[config.mk]
export PLATFORM = sky130hd
export DESIGN_NAME = menu_nav_ctrl_flat
export DESIGN_NICKNAME = d
export VERILOG_FILES = /design/src/rtl/menu_pkg.sv /design/src/rtl/menu_nav_ctrl_if.sv /design/src/rtl/menu_cursor.sv /design/src/rtl/menu_nav_ctrl.sv /design/src/flat_wrapper.sv
export SDC_FILE = /design/constraint.sdc
export NUM_CORES = 1
export LEC_CHECK = 0
export BUFFER_PORTS_ARGS = -buffer_cell sky130_fd_sc_hd__buf_2
export CAP_MARGIN = 20
export CORE_AREA = 2 2 39 41
export CTS_CLUSTER_DIAMETER = 200
export CTS_CLUSTER_SIZE = 25
export DETAILED_ROUTE_END_ITERATION = 8
export DIE_AREA = 0 0 41 43
export HOLD_SLACK_MARGIN = 0.15
export SYNTH_ARGS = -nofsm -noshare
export SYNTH_HDL_FRONTEND = slang
export SYNTH_SLANG_ARGS = --single-unit
[constraint.sdc]
create_clock -name clk -period 2.35 [get_ports clk]
set_input_delay 0.3525 -clock clk [delete_from_list [all_inputs] [get_ports clk]]
set_output_delay 0.3525 -clock clk [all_outputs]
set_load 0.005 [all_outputs]
[src/rtl/menu_pkg.sv]
// Shared constants and types for the menu navigation controller.
// The mode constants double as the two states of the top-level mode FSM.
package menu_pkg;

    localparam logic [0:0] MODE_MENU   = 1'b0;
    localparam logic [0:0] MODE_ACTIVE = 1'b1;

    // Cursor move requests issued by the mode FSM to the cursor register.
    typedef enum logic [1:0] {
        MOVE_NONE = 2'd0,
        MOVE_UP   = 2'd1,
        MOVE_DOWN = 2'd2,
        MOVE_HOME = 2'd3
    } menu_move_e;

endpackage

[src/rtl/menu_nav_ctrl_if.sv]
// Bundle between the one-shot key decoder (master) and the menu controller (slave).
// Protocol: arrow_up/arrow_down/enter/esc are single-cycle pulses sampled on the
// rising clock edge; there is no back-pressure, every pulse is consumed on the
// edge it is present. The controller answers on that same edge with registered
// mode/cursor/active_item and single-cycle enter_pulse/exit_pulse strobes.
interface menu_nav_ctrl_if #(
    parameter int CUR_W = 1
);
    logic             arrow_up;
    logic             arrow_down;
    logic             enter;
    logic             esc;
    logic             mode;
    logic [CUR_W-1:0] cursor;
    logic [CUR_W-1:0] active_item;
    logic             enter_pulse;
    logic             exit_pulse;

    modport master (
        output arrow_up, arrow_down, enter, esc,
        input  mode, cursor, active_item, enter_pulse, exit_pulse
    );

    modport slave (
        input  arrow_up, arrow_down, enter, esc,
        output mode, cursor, active_item, enter_pulse, exit_pulse
    );
endinterface

[src/rtl/menu_cursor.sv]
// Up/down/home cursor register over N_ITEMS entries.
// Build option: define MENU_WRAP_EN to wrap at both ends; otherwise the cursor
// saturates at 0 and N_ITEMS-1.
module menu_cursor
    import menu_pkg::*;
#(
    parameter int N_ITEMS = 2,
    parameter int CUR_W   = $clog2(N_ITEMS)
) (
    input  logic             clk,
    input  logic             reset,
    input  menu_move_e       move,
    output logic [CUR_W-1:0] cursor
);

    // Explicit top index so non-power-of-2 item counts never reach unused codes.
    localparam logic [CUR_W-1:0] MAX_IDX = CUR_W'(N_ITEMS - 1);

    logic [CUR_W-1:0] cursor_q;
    logic [CUR_W-1:0] cursor_d;

    // Next cursor value from the requested move, applying the boundary policy.
    always_comb begin
        cursor_d = cursor_q;
        case (move)
            MOVE_UP: begin
                if (cursor_q == '0) begin
`ifdef MENU_WRAP_EN
                    cursor_d = MAX_IDX;
`else
                    cursor_d = cursor_q;
`endif
                end else begin
                    cursor_d = cursor_q - CUR_W'(1);
                end
            end
            MOVE_DOWN: begin
                if (cursor_q == MAX_IDX) begin
`ifdef MENU_WRAP_EN
                    cursor_d = '0;
`else
                    cursor_d = cursor_q;
`endif
                end else begin
                    cursor_d = cursor_q + CUR_W'(1);
                end
            end
            MOVE_HOME: cursor_d = '0;
            default:   cursor_d = cursor_q;
        endcase
    end

    // Cursor register, cleared asynchronously to the home item.
    always_ff @(posedge clk or negedge reset) begin
        if (!reset) begin
            cursor_q <= '0;
        end else begin
            cursor_q <= cursor_d;
        end
    end

    assign cursor = cursor_q;

endmodule

[src/rtl/menu_nav_ctrl.sv]
// Menu navigation controller: MENU/ACTIVE mode FSM, per-item escape lock,
// idle-timeout cursor homing and enter/exit strobes. Cursor boundary handling
// lives in menu_cursor and follows the MENU_WRAP_EN build option.
module menu_nav_ctrl
    import menu_pkg::*;
#(
    parameter int                 N_ITEMS     = 2,
    parameter int                 CUR_W       = $clog2(N_ITEMS),
    parameter logic [N_ITEMS-1:0] LOCK_MASK   = 2'b01,
    parameter int                 IDLE_CYCLES = 0,
    parameter int                 IDLE_W      = 32
) (
    input  logic           clk,
    input  logic           reset,
    menu_nav_ctrl_if.slave bus
);

    // Lock mask padded to every cursor code so indexing by item never goes out of range.
    localparam int                LOCK_W   = 2 ** CUR_W;
    localparam logic [LOCK_W-1:0] LOCK_VEC = LOCK_W'(LOCK_MASK);
    // Counter value on which the idle timeout fires (unused when the timeout is off).
    localparam logic [IDLE_W-1:0] IDLE_LAST = (IDLE_CYCLES > 0) ? IDLE_W'(IDLE_CYCLES - 1) : '0;

    logic [0:0]       mode_q, mode_d;
    logic [CUR_W-1:0] active_q, active_d;
    logic             enter_pulse_q, enter_pulse_d;
    logic             exit_pulse_q, exit_pulse_d;
    logic [IDLE_W-1:0] idle_q, idle_d;
    logic [CUR_W-1:0] cursor_q;
    menu_move_e       move;
    logic             any_pulse;

    assign any_pulse = bus.arrow_up | bus.arrow_down | bus.enter | bus.esc;

    // Mode FSM, cursor move selection, idle counter and strobe generation.
    always_comb begin
        mode_d        = mode_q;
        active_d      = active_q;
        enter_pulse_d = 1'b0;
        exit_pulse_d  = 1'b0;
        idle_d        = idle_q;
        move          = MOVE_NONE;
        if (mode_q == MODE_MENU) begin
            // Enter wins over everything and latches the pre-edge cursor.
            if (bus.enter) begin
                mode_d        = MODE_ACTIVE;
                active_d      = cursor_q;
                enter_pulse_d = 1'b1;
            end else if (bus.esc) begin
                move = MOVE_HOME;
            end else if (bus.arrow_up && !bus.arrow_down) begin
                move = MOVE_UP;
            end else if (bus.arrow_down && !bus.arrow_up) begin
                move = MOVE_DOWN;
            end
            // Any pulse restarts the idle count, even one that does not move the cursor.
            if (any_pulse) begin
                idle_d = '0;
            end else if ((IDLE_CYCLES > 0) && (idle_q == IDLE_LAST)) begin
                idle_d = '0;
                move   = MOVE_HOME;
            end else begin
                idle_d = idle_q + IDLE_W'(1);
            end
        end else begin
            // Cursor stays frozen at active_item, so leaving restores the highlight.
            idle_d = '0;
            if (bus.esc && !LOCK_VEC[active_q]) begin
                mode_d       = MODE_MENU;
                exit_pulse_d = 1'b1;
            end
        end
    end

    // Controller state registers.
    always_ff @(posedge clk or negedge reset) begin
        if (!reset) begin
            mode_q        <= MODE_MENU;
            active_q      <= '0;
            enter_pulse_q <= 1'b0;
            exit_pulse_q  <= 1'b0;
            idle_q        <= '0;
        end else begin
            mode_q        <= mode_d;
            active_q      <= active_d;
            enter_pulse_q <= enter_pulse_d;
            exit_pulse_q  <= exit_pulse_d;
            idle_q        <= idle_d;
        end
    end

    menu_cursor #(
        .N_ITEMS (N_ITEMS),
        .CUR_W   (CUR_W)
    ) u_cursor (
        .clk    (clk),
        .reset  (reset),
        .move   (move),
        .cursor (cursor_q)
    );

    assign bus.mode        = mode_q;
    assign bus.cursor      = cursor_q;
    assign bus.active_item = active_q;
    assign bus.enter_pulse = enter_pulse_q;
    assign bus.exit_pulse  = exit_pulse_q;

endmodule

[src/flat_wrapper.sv]
// flat-port wrapper written by rule: the top's interface ports become plain ports
module menu_nav_ctrl_flat import menu_pkg::*;
#(
    parameter int                 N_ITEMS     = 2,
    parameter int                 CUR_W       = $clog2(N_ITEMS),
    parameter logic [N_ITEMS-1:0] LOCK_MASK   = 2'b01,
    parameter int                 IDLE_CYCLES = 0,
    parameter int                 IDLE_W      = 32
)
  (clk, reset, bus_arrow_up, bus_arrow_down, bus_enter, bus_esc, bus_mode, bus_cursor, bus_active_item, bus_enter_pulse, bus_exit_pulse);
  menu_nav_ctrl_if #(.CUR_W(CUR_W)) bus_i ();
  input  logic clk;
  input  logic reset;
  input wire logic [$bits(bus_i.arrow_up)-1:0] bus_arrow_up;
  input wire logic [$bits(bus_i.arrow_down)-1:0] bus_arrow_down;
  input wire logic [$bits(bus_i.enter)-1:0] bus_enter;
  input wire logic [$bits(bus_i.esc)-1:0] bus_esc;
  output wire logic [$bits(bus_i.mode)-1:0] bus_mode;
  output wire logic [$bits(bus_i.cursor)-1:0] bus_cursor;
  output wire logic [$bits(bus_i.active_item)-1:0] bus_active_item;
  output wire logic [$bits(bus_i.enter_pulse)-1:0] bus_enter_pulse;
  output wire logic [$bits(bus_i.exit_pulse)-1:0] bus_exit_pulse;
  assign bus_i.arrow_up = bus_arrow_up;
  assign bus_i.arrow_down = bus_arrow_down;
  assign bus_i.enter = bus_enter;
  assign bus_i.esc = bus_esc;
  assign bus_mode = bus_i.mode;
  assign bus_cursor = bus_i.cursor;
  assign bus_active_item = bus_i.active_item;
  assign bus_enter_pulse = bus_i.enter_pulse;
  assign bus_exit_pulse = bus_i.exit_pulse;
  menu_nav_ctrl #(.N_ITEMS(N_ITEMS), .CUR_W(CUR_W), .LOCK_MASK(LOCK_MASK), .IDLE_CYCLES(IDLE_CYCLES), .IDLE_W(IDLE_W)) u_core (.clk(clk), .reset(reset), .bus(bus_i));
endmodule
==> results of run 1 <==
synth_stat cells, drive strengths merged:
cell / instances / area share [%]
o21ai: 2 / 5.2
and3: 1 / 3.2
a221oi: 1 / 4.5
mux2: 1 / 7.7
dfrtp: 5 / 65
nor2b: 3 / 11
nor2: 2 / 3.9
layout make-up:
type,count,area [sq um]
tap,16,20.0
fill,156,1080
timing repair buffer,11,60.1
sequential,5,125
clock buffer,4,26.3
multi-input combinational,10,68.8
registers in the layout, indices dropped and copies added, names as in the netlist:
signal                  count
u_core.bus.active_item      1
u_core.bus.enter_pulse      1
u_core.bus.exit_pulse       1
u_core.bus.mode             1
u_core.u_cursor.cursor      1
path summary, 6_finish.rpt:
| check | depth (start not counted) | from | to |
|---|---|---|---|
| worst max-delay path | 1 | u_core.u_cursor.cursor$_DFFE_PN0P_ | bus_cursor |
| worst min-delay path | 2 | bus_esc | u_core.u_cursor.cursor$_DFFE_PN0P_ |
| worst max register to register | 2 | u_core.bus.mode$_DFF_PN0_ | u_core.bus.active_item$_DFFE_PN0P_ |
| worst min register to register | 1 | u_core.bus.mode$_DFF_PN0_ | u_core.bus.enter_pulse$_DFF_PN0_ |
| max in group asynchronous | 2 | reset | u_core.bus.enter_pulse$_DFF_PN0_ |
| min in group asynchronous | 2 | reset | u_core.u_cursor.cursor$_DFFE_PN0P_ |
where the power goes:
group / internal, W / leakage, nW / switching (W) / total (W)
logic: 0.0000583 / 0.0711 / 0.0000386 / 0.0000969
clock network: 0.0000639 / 0.0150 / 0.0000314 / 0.0000953
registers: 0.000121 / 0.0581 / 0.0000276 / 0.000148
routing by layer:
metal  wire length, microns  share of wire [%]
met1                    202                 51
met2                    119                 30
met3                     56                 14
met4                     21                5.3
met5                      0                  0
stage by stage:
step	hold WS (ns)	utilization [%]	power, W
finish	0.305	21.7	0.000340
global route	0.304	21.7	0.000375
CTS	0.298	21.7	0.000349
detailed placement	0.169	19.1	0.000248
global placement	0.170	19.1	0.000244
floorplan	0.0569	-	0.000197
cells by family after synthesis:
| kind of cell | Yosys count |
|---|---|
| AO/OA/AOI/OAI | 3 |
| flip-flops | 5 |
| multiplexers | 1 |
| AND/OR/NAND/NOR | 6 |
==> out/metrics.yaml, run 1 <==
logic_synthesis:
  yosys_warnings: 0
  synth_top_family_by_area: "simple AND/OR/NAND/NOR gates"
  syn_inst: 15
  synthMuxAreaShare_pct: 7.74
  synth_seq_cells: 5
  synth_compound_gate_area_share_pct: 9.68
  synthSimpleGateAreaFrac_pct: 18.1
  synth_fa_ha_area_share_pct: 0
  ys_seq_area_share_pct: 64.5
  synth_cell_type_count: 9
  avgSynthCellArea_sq_um: 12.9
  syn_area_sq_um: 194
  yosys.area_share.xor_xnor_pct: 0
  synth_fp_nets: 21
detailed_routing:
  routed_wl_microns: 400
  drt_iter0_markers: 5
  wl_per_cell_microns: 8.70
  drc_errors: 0
  dr.pass1.iters: 2
  drtAntennaViolNets: 0
  viasPerCell: 3.63
  vias: 167
die:
  core_sq_um: 1380
  fp.dieArea_sq_um: 1760
  die_h_microns: 43
  rows: 14
  ios: 11
  initial_core_util_pct: 14.0
  die_w_microns: 41
timing:
  rsz0062_at_grt: "false"
  fin_tns_setup_ns: 0
  relSlewSlack_pct: 83.9
  fin_skew_ns: 0.000732
  setup_viol: 0
  worst_slew_pin_slew_ns: 0.242
  finalMaxSlewViolations: 0
  fmax_mhz: 874
  hold_viol_final: 0
  fin_ws_ns: 1.21
  final.period_utilization_pct: 48.7
  min_period_ns: 1.14
clock_tree:
  cts_tree: "done"
  cts_setup_buffers: 0
  path_clk_slew_ns: 0.04
  cts_sinks: 5
  cts_resized: 0
  cts_inserted_buffers: 3
  clk_latency_ns: 0.24
  cts_max_level: 1
  cts.hold.buffers_added: 1
  root_buffer: "clkbuf_4"
  cts_buffer_depth: 2
pwr:
  ir_drop_uv: 191
  leakagePower_nw: 0.144
  power.density_nw_per_um2: 1130
global_routing:
  busiest_layer: "met4"
  grt_pass1_wl_microns: 662
  met2_usage_pct: 6.25
  grt_overflow: 0
  met3_usage_pct: 4.71
  antenna_found_initial: 0
  grt_use_met1_pct: 7.49
  gr-usage-all-layers_pct: 6.45
  grt_pass1_vias: 170
  grt_max_degree: 6
setup_path:
  crit_path_top_delay_cell: "dfrtp_1"
  crit_buf_inv: 1
  worstPathMaxFanout: 5
  crit_arrival_ns: 0.79
  start_kind: "register"
  cp.required_ns: 2.00
  crit_path_end_kind: "primary output"
  critPathMaxStageDelay_ns: 0.41
  worstSetupPathType: "register to primary output"
  cp_cell_sequence: "buf_2"
  cpLargestDelayFamily: "flip-flops"
  r2r_slack_ns: 1.36
cells_and_area:
  postLayoutCellArea_sq_um: 300
  instances_no_fill: 46
  drive_gt1_share_pct: 50.0
  syn_to_final_growth_pct: 54.8
  fin_nets: 37
  antenna_cells: 0
  mostFrequentLayoutCells: "10 x buf_2, 5 x dfrtp_1, 3 x clkbuf_4"
  final_common_cell: "buf_2"
placed_design:
  placed_cells: 41
  place.gp.congestion: 0.594
  portBuffers: 10
  placed_cell_area_sq_um: 264
  dp_slack_ns: 1.29
min_path:
  hp-class: "input pin to register"
run_status:
  status: "finished, final reports clean"
flow_run:
  maxCapViolations: 0
Power figures use the tool's default switching activity.
==> run 2: changes to the inputs <==
clock period = 1 ns   (was 2.35 ns; I/O delays follow)
==> run 2 against run 1 <==
Net effect:
- sequential cell count unchanged
- sequential power up 130%
- routed wire length up 20%
- cell count up 6.5%
- clock skew up 0.0038 ns
- register-to-register slack worse by 1.4 ns
- count of clock-buffer cells in the layout unchanged
- die area unchanged
==> out/metrics.yaml, run 2 (synthesis gave the netlist of run 1 again) <==
cells_and_area:
  multi_input_area_sq_um: 68.8
  antenna_cells: 0
  mostFrequentLayoutCells: "10 x buf_2, 5 x dfrtp_1, 3 x clkbuf_4"
  postLayoutCellArea_sq_um: 325
  final_util_pct: 23.5
  fin_nets: 40
  final_common_cell: "buf_2"
  nFillCells: 154
  regArea_sq_um: 125
  drive_gt1_share_pct: 51.5
  syn_to_final_growth_pct: 67.7
detailed_routing:
  routed_wl_microns: 480
  viasPerCell: 3.76
  drt_iter0_markers: 4
  drc_errors: 0
  drtAntennaViolNets: 0
  wl_per_cell_microns: 9.80
  vias: 184
  dr.pass1.iters: 2
timing:
  rsz0062_at_grt: "true"
  finalMaxSlewViolations: 0
  fin_tns_setup_ns: 0
  fmax_mhz: 1000
  setup_viol: 0
  min_period_ns: 0.997
  worst_slew_pin_slew_ns: 0.236
  final.period_utilization_pct: 99.7
  fin_skew_ns: 0.00450
  relSlewSlack_pct: 84.3
  hold_viol_final: 0
clock_tree:
  clk_latency_ns: 0.25
  cts_buffer_depth: 2
  cts_tree: "done"
  cts_sinks: 5
  path_clk_slew_ns: 0.05
  cts_max_level: 1
  root_buffer: "clkbuf_4"
  cts_inserted_buffers: 3
die:
  rows: 14
  ios: 11
  die_w_microns: 41
  die_h_microns: 43
  fp.dieArea_sq_um: 1760
  core_sq_um: 1380
  initial_core_util_pct: 14.0
setup_path:
  crit_path_end_kind: "register"
  reg2reg_from: "u_core.bus.mode$_DFF_PN0_"
  worstPathMaxFanout: 5
  cp.required_ns: 1.13
  worstSetupPathType: "register to register"
  crit_arrival_ns: 1.12
  reg2reg_depth: 2
  r2r_slack_ns: 0.003
  start_kind: "register"
  startpoint: "u_core.bus.mode$_DFF_PN0_"
  reg2reg_to: "u_core.bus.active_item$_DFFE_PN0P_"
global_routing:
  grt_pass1_wl_microns: 683
  grt_max_degree: 6
  gr-usage-all-layers_pct: 6.65
  antenna_found_initial: 0
  grt_pass1_vias: 159
  grt_overflow: 0
pwr:
  ir_drop_uv: 576
  power.density_nw_per_um2: 2660
  leakagePower_nw: 0.158
placed_design:
  place.gp.congestion: 0.651
  portBuffers: 10
  placed_cell_area_sq_um: 272
min_path:
  hp-start: "bus_enter"
  hp-class: "input pin to register"
  hold-path-endpoint: "u_core.bus.mode$_DFF_PN0_"
  min_path_cells: 3
run_status:
  status: "finished, final reports clean"
flow_run:
  maxCapViolations: 0
[run 2: changes by cell type in the layout (fill, tap and decap cells not counted), sizes merged]
cell,before,now
buf,10,12
dlygate4sd3,1,2
[run 2: cell type report]
class | instances | share of cell area, %
clock buffer | 4 | 8.08
tap | 16 | 6.15
timing repair buffer | 14 | 26.2
multi-input combinational | 10 | 21.2
sequential | 5 | 38.5
[run 2: routing by layer]
| metal | GRT usage (%) | vias to the layer above | wire, microns |
|---|---|---|---|
| met5 | 0 | - | 0 |
| met4 | 6.00 | 0 | 12 |
| met3 | 6.81 | 2 | 80 |
| met2 | 7.19 | 13 | 176 |
| met1 | 6.82 | 81 | 210 |
| li1 | - | 88 | - |
[run 2: power breakdown]
| part | internal [W] | total [W] | switching (W) |
|---|---|---|---|
| combinational | 0.000174 | 0.000282 | 0.000107 |
| sequential | 0.000284 | 0.000345 | 0.0000611 |
| clock | 0.000151 | 0.000240 | 0.0000889 |
[run 2: worst max-delay path by stage]
stage / endpoint / slack, ns / depth (start not counted)
final: u_core.bus.active_item$_DFFE_PN0P_ / 0.003 / 2
after global routing: u_core.bus.active_item$_DFFE_PN0P_ / -0.03 / 2
after CTS: u_core.bus.active_item$_DFFE_PN0P_ / 0.008 / 2
after detailed placement: u_core.bus.active_item$_DFFE_PN0P_ / 0.02 / 2
after global placement: u_core.bus.active_item$_DFFE_PN0P_ / 0.04 / 2
after floorplan: u_core.bus.active_item$_DFFE_PN0P_ / 0.04 / 2
[run 2: worst max-delay path, stage by stage, from the launching register on]
cell and delay, ns:
dfrtp_1 0.41, nor2b_2 0.17, mux2_4 0.30
[run 2: what timing repair did]
action                                 in CTS  in global routing
setup buffers                               0                  2
endpoints found under the hold margin       6                  0
setup endpoints to repair                   1                  2
resized for setup                           0                  0
hold buffers                                2                  0
[run 2: through the flow]
stage          power (W)  hold slack [ns]  cells  setup slack, ns
2_1_floorplan   0.000462           -0.146     15           0.0352
3_3_place_gp    0.000608          -0.0311     42           0.0444
3_5_place_dp    0.000612          -0.0287     42           0.0202
4_1_cts         0.000837            0.164     47          0.00806
5_1_grt         0.000941            0.187     49          -0.0282
6_report        0.000867            0.165     49          0.00323
